`src/rtl/ps2_mouse_rx.sv`:
```
// ---------------------------------------------------------------------------
// ps2_mouse_rx
//
// Receive-only PS/2 mouse front end. It filters the PS/2 clock, deserialises
// 11-bit frames (start, 8 data LSB first, odd parity, stop), groups the bytes
// into movement packets, and publishes each complete packet on ps2_mouse.
// Bit 28 toggles once per published packet so that the consumer can detect a
// new packet by a level change.
//
// Optional feature macro: PS2_MOUSE_WHEEL_EN
//   defined   : 4-byte IntelliMouse packets, [27:24] = byte3[3:0]
//   undefined : 3-byte packets, [27:24] = 0, no byte3 staging
//
// Ports
//   clk_sys    in   1   system clock, the only clock in the block
//   reset      in   1   asynchronous, active-high reset
//   ps2_clk    in   1   PS/2 clock line (asynchronous, idles high)
//   ps2_dat    in   1   PS/2 data line (asynchronous)
//   ps2_mouse  out 29   [7:0] status, [15:8] dx, [23:16] dy,
//                       [27:24] wheel, [28] packet toggle
//   err        out  1   one-cycle pulse on a frame error or bit timeout
// ---------------------------------------------------------------------------
module ps2_mouse_rx #(
  parameter int FILT_LEN    = 8,      // equal samples before filtered clock moves (>= 2)
  parameter int BIT_TIMEOUT = 5600,   // idle cycles inside a frame before abort
  parameter int PKT_TIMEOUT = 56000   // cycles without a byte before packet resync
) (
  input  logic        clk_sys,
  input  logic        reset,
  input  logic        ps2_clk,
  input  logic        ps2_dat,
  output logic [28:0] ps2_mouse,
  output logic        err
);

`ifdef PS2_MOUSE_WHEEL_EN
  localparam int PKT_BYTES = 4;
`else
  localparam int PKT_BYTES = 3;
`endif

  localparam int FW = $clog2(FILT_LEN);
  localparam int BW = $clog2(BIT_TIMEOUT);
  localparam int PW = $clog2(PKT_TIMEOUT);

  localparam logic [FW-1:0] FILT_LAST = FW'(FILT_LEN - 1);
  localparam logic [BW-1:0] BIT_LAST  = BW'(BIT_TIMEOUT - 1);
  localparam logic [PW-1:0] PKT_LAST  = PW'(PKT_TIMEOUT - 1);
  localparam logic [1:0]    IDX_LAST  = 2'(PKT_BYTES - 1);

  // Input synchronisers and clock filter
  logic [1:0]    clk_sync_q, clk_sync_d;
  logic [1:0]    dat_sync_q, dat_sync_d;
  logic [FW-1:0] filt_cnt_q, filt_cnt_d;
  logic          filt_q,     filt_d;
  logic          fall_q,     fall_d;

  // Frame deserialiser
  logic [3:0]    bit_cnt_q,  bit_cnt_d;
  logic [BW-1:0] bit_tmr_q,  bit_tmr_d;
  logic [7:0]    shift_q,    shift_d;
  logic          par_q,      par_d;

  // Packet assembly and output
  logic [1:0]    pkt_idx_q,  pkt_idx_d;
  logic [PW-1:0] pkt_tmr_q,  pkt_tmr_d;
  logic [7:0]    b0_q,       b0_d;
  logic [7:0]    b1_q,       b1_d;
`ifdef PS2_MOUSE_WHEEL_EN
  logic [7:0]    b2_q,       b2_d;
`endif
  logic [28:0]   ps2_mouse_q, ps2_mouse_d;
  logic          err_q,       err_d;

  // Intermediate decode results
  logic          dat_bit;
  logic          bit_expire;
  logic [3:0]    bit_cnt_eff;
  logic          byte_done;
  logic          frame_err;
  logic          pkt_expire;
  logic [1:0]    pkt_idx_eff;

  // NOTE: every variable assigned in this block gets a default first, so no
  // path can leave one unassigned and infer a latch.
  always_comb begin
    clk_sync_d  = {clk_sync_q[0], ps2_clk};
    dat_sync_d  = {dat_sync_q[0], ps2_dat};
    filt_cnt_d  = '0;
    filt_d      = filt_q;
    bit_cnt_d   = bit_cnt_q;
    shift_d     = shift_q;
    par_d       = par_q;
    pkt_idx_d   = pkt_idx_q;
    b0_d        = b0_q;
    b1_d        = b1_q;
`ifdef PS2_MOUSE_WHEEL_EN
    b2_d        = b2_q;
`endif
    ps2_mouse_d = ps2_mouse_q;
    err_d       = 1'b0;
    byte_done   = 1'b0;
    frame_err   = 1'b0;
    dat_bit     = dat_sync_q[1];

    // Clock filter: the count only grows while the synced clock disagrees
    // with the filtered level; any agreeing sample restarts it.
    if (clk_sync_q[1] != filt_q) begin
      if (filt_cnt_q == FILT_LAST) begin
        filt_d = clk_sync_q[1];
      end else begin
        filt_cnt_d = filt_cnt_q + 1'b1;
      end
    end
    fall_d = filt_q & ~filt_d;

    // Bit timeout. An expiry coinciding with a falling edge still aborts
    // the old frame, and that edge is then treated as a fresh start bit.
    bit_expire  = (bit_cnt_q != 4'd0) && (bit_tmr_q == BIT_LAST);
    bit_cnt_eff = bit_expire ? 4'd0 : bit_cnt_q;
    bit_tmr_d   = (bit_cnt_q != 4'd0) ? bit_tmr_q + 1'b1 : '0;
    if (bit_expire) begin
      bit_cnt_d = 4'd0;
      bit_tmr_d = '0;
      err_d     = 1'b1;
    end

    if (fall_q) begin
      bit_tmr_d = '0;
      case (bit_cnt_eff)
        4'd0: begin
          // A high start bit is line noise: ignore it and stay idle.
          if (!dat_bit) begin
            bit_cnt_d = 4'd1;
            par_d     = 1'b0;
          end
        end
        4'd9: begin
          par_d     = par_q ^ dat_bit;
          bit_cnt_d = 4'd10;
        end
        4'd10: begin
          bit_cnt_d = 4'd0;
          if (par_q && dat_bit) byte_done = 1'b1;
          else                  frame_err = 1'b1;
        end
        default: begin
          shift_d   = {dat_bit, shift_q[7:1]};
          par_d     = par_q ^ dat_bit;
          bit_cnt_d = bit_cnt_eff + 4'd1;
        end
      endcase
    end
    if (frame_err) err_d = 1'b1;

    // Packet assembly, with the same expiry-first precedence as above.
    pkt_expire  = (pkt_idx_q != 2'd0) && (pkt_tmr_q == PKT_LAST);
    pkt_idx_eff = pkt_expire ? 2'd0 : pkt_idx_q;
    pkt_idx_d   = pkt_idx_eff;
    pkt_tmr_d   = (pkt_idx_eff != 2'd0) ? pkt_tmr_q + 1'b1 : '0;

    if (frame_err || bit_expire) begin
      pkt_idx_d = 2'd0;
      pkt_tmr_d = '0;
    end else if (byte_done && (pkt_idx_eff != 2'd0 || shift_q[3])) begin
      // Byte 0 always has bit 3 set; anything else at index 0 is a
      // misaligned byte and is dropped without an error.
      pkt_tmr_d = '0;
      if (pkt_idx_eff == IDX_LAST) begin
        pkt_idx_d = 2'd0;
`ifdef PS2_MOUSE_WHEEL_EN
        ps2_mouse_d = {~ps2_mouse_q[28], shift_q[3:0], b2_q, b1_q, b0_q};
`else
        ps2_mouse_d = {~ps2_mouse_q[28], 4'h0, shift_q, b1_q, b0_q};
`endif
      end else begin
        pkt_idx_d = pkt_idx_eff + 2'd1;
        case (pkt_idx_eff)
          2'd0:    b0_d = shift_q;
          2'd1:    b1_d = shift_q;
`ifdef PS2_MOUSE_WHEEL_EN
          default: b2_d = shift_q;
`else
          default: ;
`endif
        endcase
      end
    end
  end

  // NOTE: state registers use non-blocking assignments so all flops update
  // together from values computed in the previous cycle. Every register,
  // the byte staging included, is reset so partial packets never leak out.
  always_ff @(posedge clk_sys or posedge reset) begin
    if (reset) begin
      clk_sync_q  <= 2'b11;
      dat_sync_q  <= 2'b11;
      filt_cnt_q  <= '0;
      filt_q      <= 1'b1;
      fall_q      <= 1'b0;
      bit_cnt_q   <= 4'd0;
      bit_tmr_q   <= '0;
      shift_q     <= 8'h00;
      par_q       <= 1'b0;
      pkt_idx_q   <= 2'd0;
      pkt_tmr_q   <= '0;
      b0_q        <= 8'h00;
      b1_q        <= 8'h00;
`ifdef PS2_MOUSE_WHEEL_EN
      b2_q        <= 8'h00;
`endif
      ps2_mouse_q <= 29'h0;
      err_q       <= 1'b0;
    end else begin
      clk_sync_q  <= clk_sync_d;
      dat_sync_q  <= dat_sync_d;
      filt_cnt_q  <= filt_cnt_d;
      filt_q      <= filt_d;
      fall_q      <= fall_d;
      bit_cnt_q   <= bit_cnt_d;
      bit_tmr_q   <= bit_tmr_d;
      shift_q     <= shift_d;
      par_q       <= par_d;
      pkt_idx_q   <= pkt_idx_d;
      pkt_tmr_q   <= pkt_tmr_d;
      b0_q        <= b0_d;
      b1_q        <= b1_d;
`ifdef PS2_MOUSE_WHEEL_EN
      b2_q        <= b2_d;
`endif
      ps2_mouse_q <= ps2_mouse_d;
      err_q       <= err_d;
    end
  end

  assign ps2_mouse = ps2_mouse_q;
  assign err       = err_q;

endmodule
```
`config.mk`:
```
export PLATFORM = sky130hd
export DESIGN_NAME = ps2_mouse_rx
export DESIGN_NICKNAME = d
export VERILOG_FILES = /design/src/rtl/ps2_mouse_rx.sv
export SDC_FILE = /design/constraint.sdc
export NUM_CORES = 1
export LEC_CHECK = 0
export BUFFER_PORTS_ARGS = -buffer_cell sky130_fd_sc_hd__buf_2
export CORE_ASPECT_RATIO = 1.75
export CORE_MARGIN = 1
export CORE_UTILIZATION = 61
export CTS_CLUSTER_DIAMETER = 80
export DETAILED_ROUTE_END_ITERATION = 7
export PLACE_DENSITY = 0.85
export SLEW_MARGIN = 30
export SYNTH_ARGS = -nofsm -noshare
export SYNTH_HDL_FRONTEND = slang
export SYNTH_SLANG_ARGS = --single-unit
export TNS_END_PERCENT = 5
```
`constraint.sdc`:
```
create_clock -name clk_sys -period 5.63 [get_ports clk_sys]
set_input_delay 0.2815 -clock clk_sys [delete_from_list [all_inputs] [get_ports clk_sys]]
set_output_delay 0.2815 -clock clk_sys [all_outputs]
set_load 0.01 [all_outputs]
```
# After elaboration in Yosys (flattened, before gate mapping)
# Cells that the tools add are included.
totals:
  reg_bits: 95
  inputBits: 4
  output_inout_bits: 30
  wordCells: 82
op_classes:
  n_addsub: 5
  eq_ne: 9
  mux: 28
  n_bitwise: 8
  n_reduce_logical: 17
ops:
  columns: ["operator", "n"]
  rows:
  - ["$mux 16", 3]
  - ["$mux 13", 3]
  - ["$add 16x1->16 const B", 1]
  - ["$eq 16x16->1 const B", 1]
  - ["$add 13x1->13 const B", 1]
  - ["$eq 13x13->1 const B", 1]
  - ["$mux 4", 3]
  - ["$pmux 4 s3", 1]
  - ["$mux 1", 11]
  - ["$eq 4x4->1 const B", 2]
  - ["$mux 2", 4]
  - ["$reduce_and 4->1", 2]
  - ["$mux 3", 2]
  - ["$not 1->1", 6]
  - ["$reduce_and 3->1", 2]
  - ["$add 4x1->4 const B", 1]
  - ["$logic_and 1x1->1", 4]
  - ["$logic_not 4->1", 1]
  - ["$reduce_bool 2->1", 2]
  - ["$reduce_bool 4->1", 1]
  - ["$add 3x1->3 const B", 1]
  - ["$eq 3x3->1 const B", 1]
  - ["$reduce_or 3->1", 1]
  - ["$add 2x1->2 const B", 1]
  - ["10 further kinds", 11]

# Logic depth before layout (Yosys ltp)
depth:
  word_depth: 9
  depth_mapped: 12
  depth_no_buf: 10

# Worst setup path before layout
# Ideal clock, no wire load.
synth_timing:
  path_type: "reg2reg"
  startpoint: "register bit_tmr_q[0]"
  endpoint: "register ps2_mouse_q[10], in the netlist ps2_mouse[10]"
  arrival_ps: 2418
  required_time_ps: 5505
  path_slack_ps: 3087
  stages_incl_launch_ff: 13
  synth_period_minus_slack_ps: 2543
  path_cell_list: "dfrtp_1 > ha_1 > and4_4 > buf_6 > nand4_2 > nand2_1 > inv_1 > ha_1 > nand3_1 > nor2_4 > nand4_4 > buf_6 > mux2_4"
synth_via:
  elab_chain_cells: 9
  word_cells_on_any_way: 12
  classes_between: "2 x eq/ne; 5 x mux; 1 x bitwise; 4 x reduce/logical"
synth_rtl:
  columns: ["item", "line", "source"]
  rows:
  - ["from (decl)", "60", "logic [BW-1:0] bit_tmr_q, bit_tmr_d;"]
  - ["from (signal assigned)", "221", "bit_tmr_q <= bit_tmr_d;"]
  - ["$eq 13x13->1 (*)", "119", "bit_expire = (bit_cnt_q != 4'd0) && (bit_tmr_q == BIT_LAST);"]
  - ["$logic_and 1x1->1 (*)", "119", null]
  - ["$mux 4", "120", "bit_cnt_eff = bit_expire ? 4'd0 : bit_cnt_q;"]
  - ["$eq 4x4->1", "130", "case (bit_cnt_eff)"]
  - ["$mux 1", "130", null]
  - ["$mux 1", "128", "if (fall_q) begin"]
  - ["$logic_or 1x1->1", "162", "if (frame_err || bit_expire) begin"]
  - ["$not 1->1 (no source line)", null, null]
  - ["$reduce_and 3->1 (no source line) (*)", null, null]
  - ["to (signal assigned)", "231", "ps2_mouse_q <= ps2_mouse_d;"]
  - ["to (decl)", "72", "logic [28:0] ps2_mouse_q, ps2_mouse_d;"]
# Mark *: on every way between the ends. The rest lies on a longest branch, timed or not.
# A chain may end at the register's enable or synchronous reset.

# Worst setup path in the final report
layout_timing:
  startpoint: "register bit_tmr_q[0]"
  endpoint: "register ps2_mouse_q[7], in the netlist ps2_mouse[7]"
# The elaborated chain is that of the path after synthesis.

==> flow_summary_export.csv <==
group,metric,value,unit
synthesis,synthDistinctLibCells,50,
final_layout,final_util,69.05,%
final_layout,num_antenna_cells,0,
pwr,p_per_area,269.2,mW/mm^2
clocking,cts_buffer_depth,2,
synthesis,yosys_warnings,0,
global_routing,grt_overflow_total,0,
floorplan,dieArea,0.007411,mm^2
final_layout,fill_cells,470,
sta,skew,0.01044,ns
synthesis,async_reset_ff_share,100.0,%
routing,routed-via-count,2593,
floorplan,start_util,62.79,%
global_routing,antenna_found_initial,0,
sta,holdWs,0.04261,ns
sta,worstMarginPinSlew,0.7536,ns
clocking,clock_sinks,95,
sta,post-route-period-util,56.20,%
sta,fmax,0.3160,GHz
sta,final_hold_viol_count,0,
floorplan,die_w,65.51,um
worst_setup_path,crit_type,"reg -> reg",
outcome,status,"complete, no violations",
placement,hpwl,4990,um
routing,drt_wl_total,7562,um
global_routing,grt_pass1_vias,2620,
clocking,clk-insertion-delay-late,0.34,ns
placement,dp_cells,437,
final_layout,mostFrequentLayoutCell,"dfrtp_1",
floorplan,core-area,0.006857,mm^2
sta,finalCriticalPeriod,3.164,ns
final_layout,final_cells,454,
clocking,clk_pin_slew,0.06,ns
synthesis,netlist_instances,334,
placement,gp_congestion,0.8473,
sta,timing.slew.headroom,49.76,%
final_layout,final_cell_mix,"90 x dfrtp_1, 38 x nor2_1, 29 x buf_2",
floorplan,rows,40,
final_layout,area_growth,9.968,%
sta,grt_setup_unrepaired,"false",
worst_setup_path,crit_path_end_kind,"flop",
placement,port_buffers,29,
final_layout,nets,378,
synthesis,seq_area_frac_synth,55.36,%
worst_setup_path,regToRegSetupSlack,2.47,ns
clocking,clk_root_buffer_cell,"clkbuf_16",
global_routing,grt_max_degree,87,
synthesis,yosys_register_bits,95,
worst_setup_path,cp.required,5.85,ns
run,cap_violations,0,
synthesis,avgSynthCellArea,12.89,um^2
final_layout,layout-drive-gt1-share,30.00,%
worst_setup_path,worst_setup_path_start_kind,"flop",
worst_setup_path,crit_arrival,3.38,ns
pwr,power_leakage,2.378,nW
sta,slew_violations,0,
routing,routed_via_density,5.711,
sta,finalSetupViolations,0,
global_routing,globalRouteTotalUtil,22.86,%
floorplan,pin_count,34,
routing,first_pass_iters,4,
min_path,min_path_type,"in -> reg",
pwr,ir_drop,0.0001537,V
routing,drtAntennaViolNets,0,
global_routing,grt_pass1_wl,12590,um
worst_setup_path,worstPathMaxFanout,25,
clocking,htree_levels,3,
sta,setup-tns-final,0,ns
routing,drt_first_iter_violations,205,
synthesis,syn_area,0.004305,mm^2
floorplan,die_h,113.1,um
synthesis,synth_edf_count,0,
synthesis,synth_flop_cell,"dfrtp_1",
clocking,cts-buffers-inserted,9,
routing,drc,0,
routing,detail_route.wl_per_cell,16.66,um
clocking,tritoncts,"yes",
cell families (layout without fill, tap and decap cells):
family | after synthesis | in the layout | share of synthesized area [%]
simple gates | 110 | 110 | 14.24
flops | 95 | 95 | 55.36
mux | 49 | 49 | 15.17
xor+xnor | 27 | 27 | 5.493
buf+inv | 22 | 55 | 3.226
compound gates | 21 | 21 | 3.807
fa+ha+maj | 9 | 9 | 2.616
other cells | 1 | 4 | 0.08710
through the flow:
| stage | worst slack (ns) | total power [mW] | instance area, um^2 |
|---|---|---|---|
| after floorplan | 2.880 | 0.7479 | 4317 |
| after global placement | 2.720 | 0.7533 | 4467 |
| after detailed placement | 2.543 | 0.7569 | 4471 |
| after CTS | 2.469 | 1.287 | 4735 |
| after global routing | 2.243 | 1.328 | 4735 |
| final | 2.466 | 1.275 | 4735 |
cells in the mapped netlist (all sizes together), types with 2 or more instances:
| cell | number | area share, % |
|---|---|---|
| a21oi | 2 | 0.23 |
| a31oi | 4 | 0.58 |
| and2 | 3 | 0.44 |
| and3 | 8 | 1.3 |
| and4 | 5 | 1.1 |
| buf | 12 | 2.4 |
| clkbuf | 2 | 0.17 |
| dfrtp | 90 | 52 |
| dfstp | 5 | 3.1 |
| ha | 9 | 2.6 |
| inv | 8 | 0.70 |
| mux2 | 49 | 15 |
| nand2 | 19 | 1.7 |
| nand3 | 13 | 1.7 |
| nand4 | 8 | 1.7 |
| nor2 | 39 | 3.6 |
| nor2b | 5 | 0.73 |
| nor3 | 4 | 0.58 |
| o211ai | 3 | 0.84 |
| o21ai | 3 | 0.44 |
| o22ai | 2 | 0.29 |
| xnor2 | 6 | 1.2 |
| xor2 | 21 | 4.3 |
path summary, 6_finish.rpt:
check	startpoint	endpoint	depth (start not counted)
setup / recovery	bit_tmr_q[0]	ps2_mouse[7]	9
hold / removal	ps2_clk	clk_sync_q[0]	1
max in group asynchronous	reset	filt_cnt_q[1]	4
hold reg to reg	clk_sync_q[0]	clk_sync_q[1]	0
min in group asynchronous	reset	ps2_mouse[18]	3
setup reg to reg	bit_tmr_q[0]	ps2_mouse[7]	9
state kept, by name, summed over array words and instances, names as in the netlist, 3 cells and up:
register    cells
shift_q         8
ps2_mouse      25
filt_cnt_q      3
pkt_tmr_q      16
bit_tmr_q      13
b1_q            8
bit_cnt_q       4
b0_q            8
layout make-up:
| cell class | count | area, um^2 | area share, % |
|---|---|---|---|
| tap | 84 | 105.1 | 2.220 |
| inverter | 8 | 31.28 | 0.6607 |
| sequential | 95 | 2384 | 50.34 |
| multi-input combinational | 220 | 1794 | 37.90 |
| clock inverter | 2 | 10.01 | 0.2114 |
| clock buffer | 14 | 244.0 | 5.153 |
| timing repair buffer | 31 | 166.4 | 3.515 |
report_power, final:
part           internal, mW  switching (mW)
sequential            0.699         0.00746
clock                 0.298           0.232
combinational        0.0137          0.0240
total                  1.01           0.263
per-layer routing:
metal	part of all wire, %	up-vias	track usage [%]
met5	0	-	0
met4	2.2	0	10.58
met3	3.2	12	5.242
met2	54	58	39.66
met1	40	1311	26.00
li1	-	1212	-
critical path, stage by stage (launching register included):
cell,delay [ns]
dfrtp_1,0.39
ha_1,0.22
and4_4,0.27
nand4_2,0.26
nand2_1,0.23
ha_1,0.26
nand3_1,0.21
nor2_4,0.20
nand4_4,0.51
mux2_4,0.50
what timing repair did:
action	CTS	global route
hold endpoints to repair	9	0
hold buffers	1	0
endpoints found under the setup margin	0	0
gates resized for setup	0	0
setup buffers	0	0
Power figures use the tool's default switching activity.
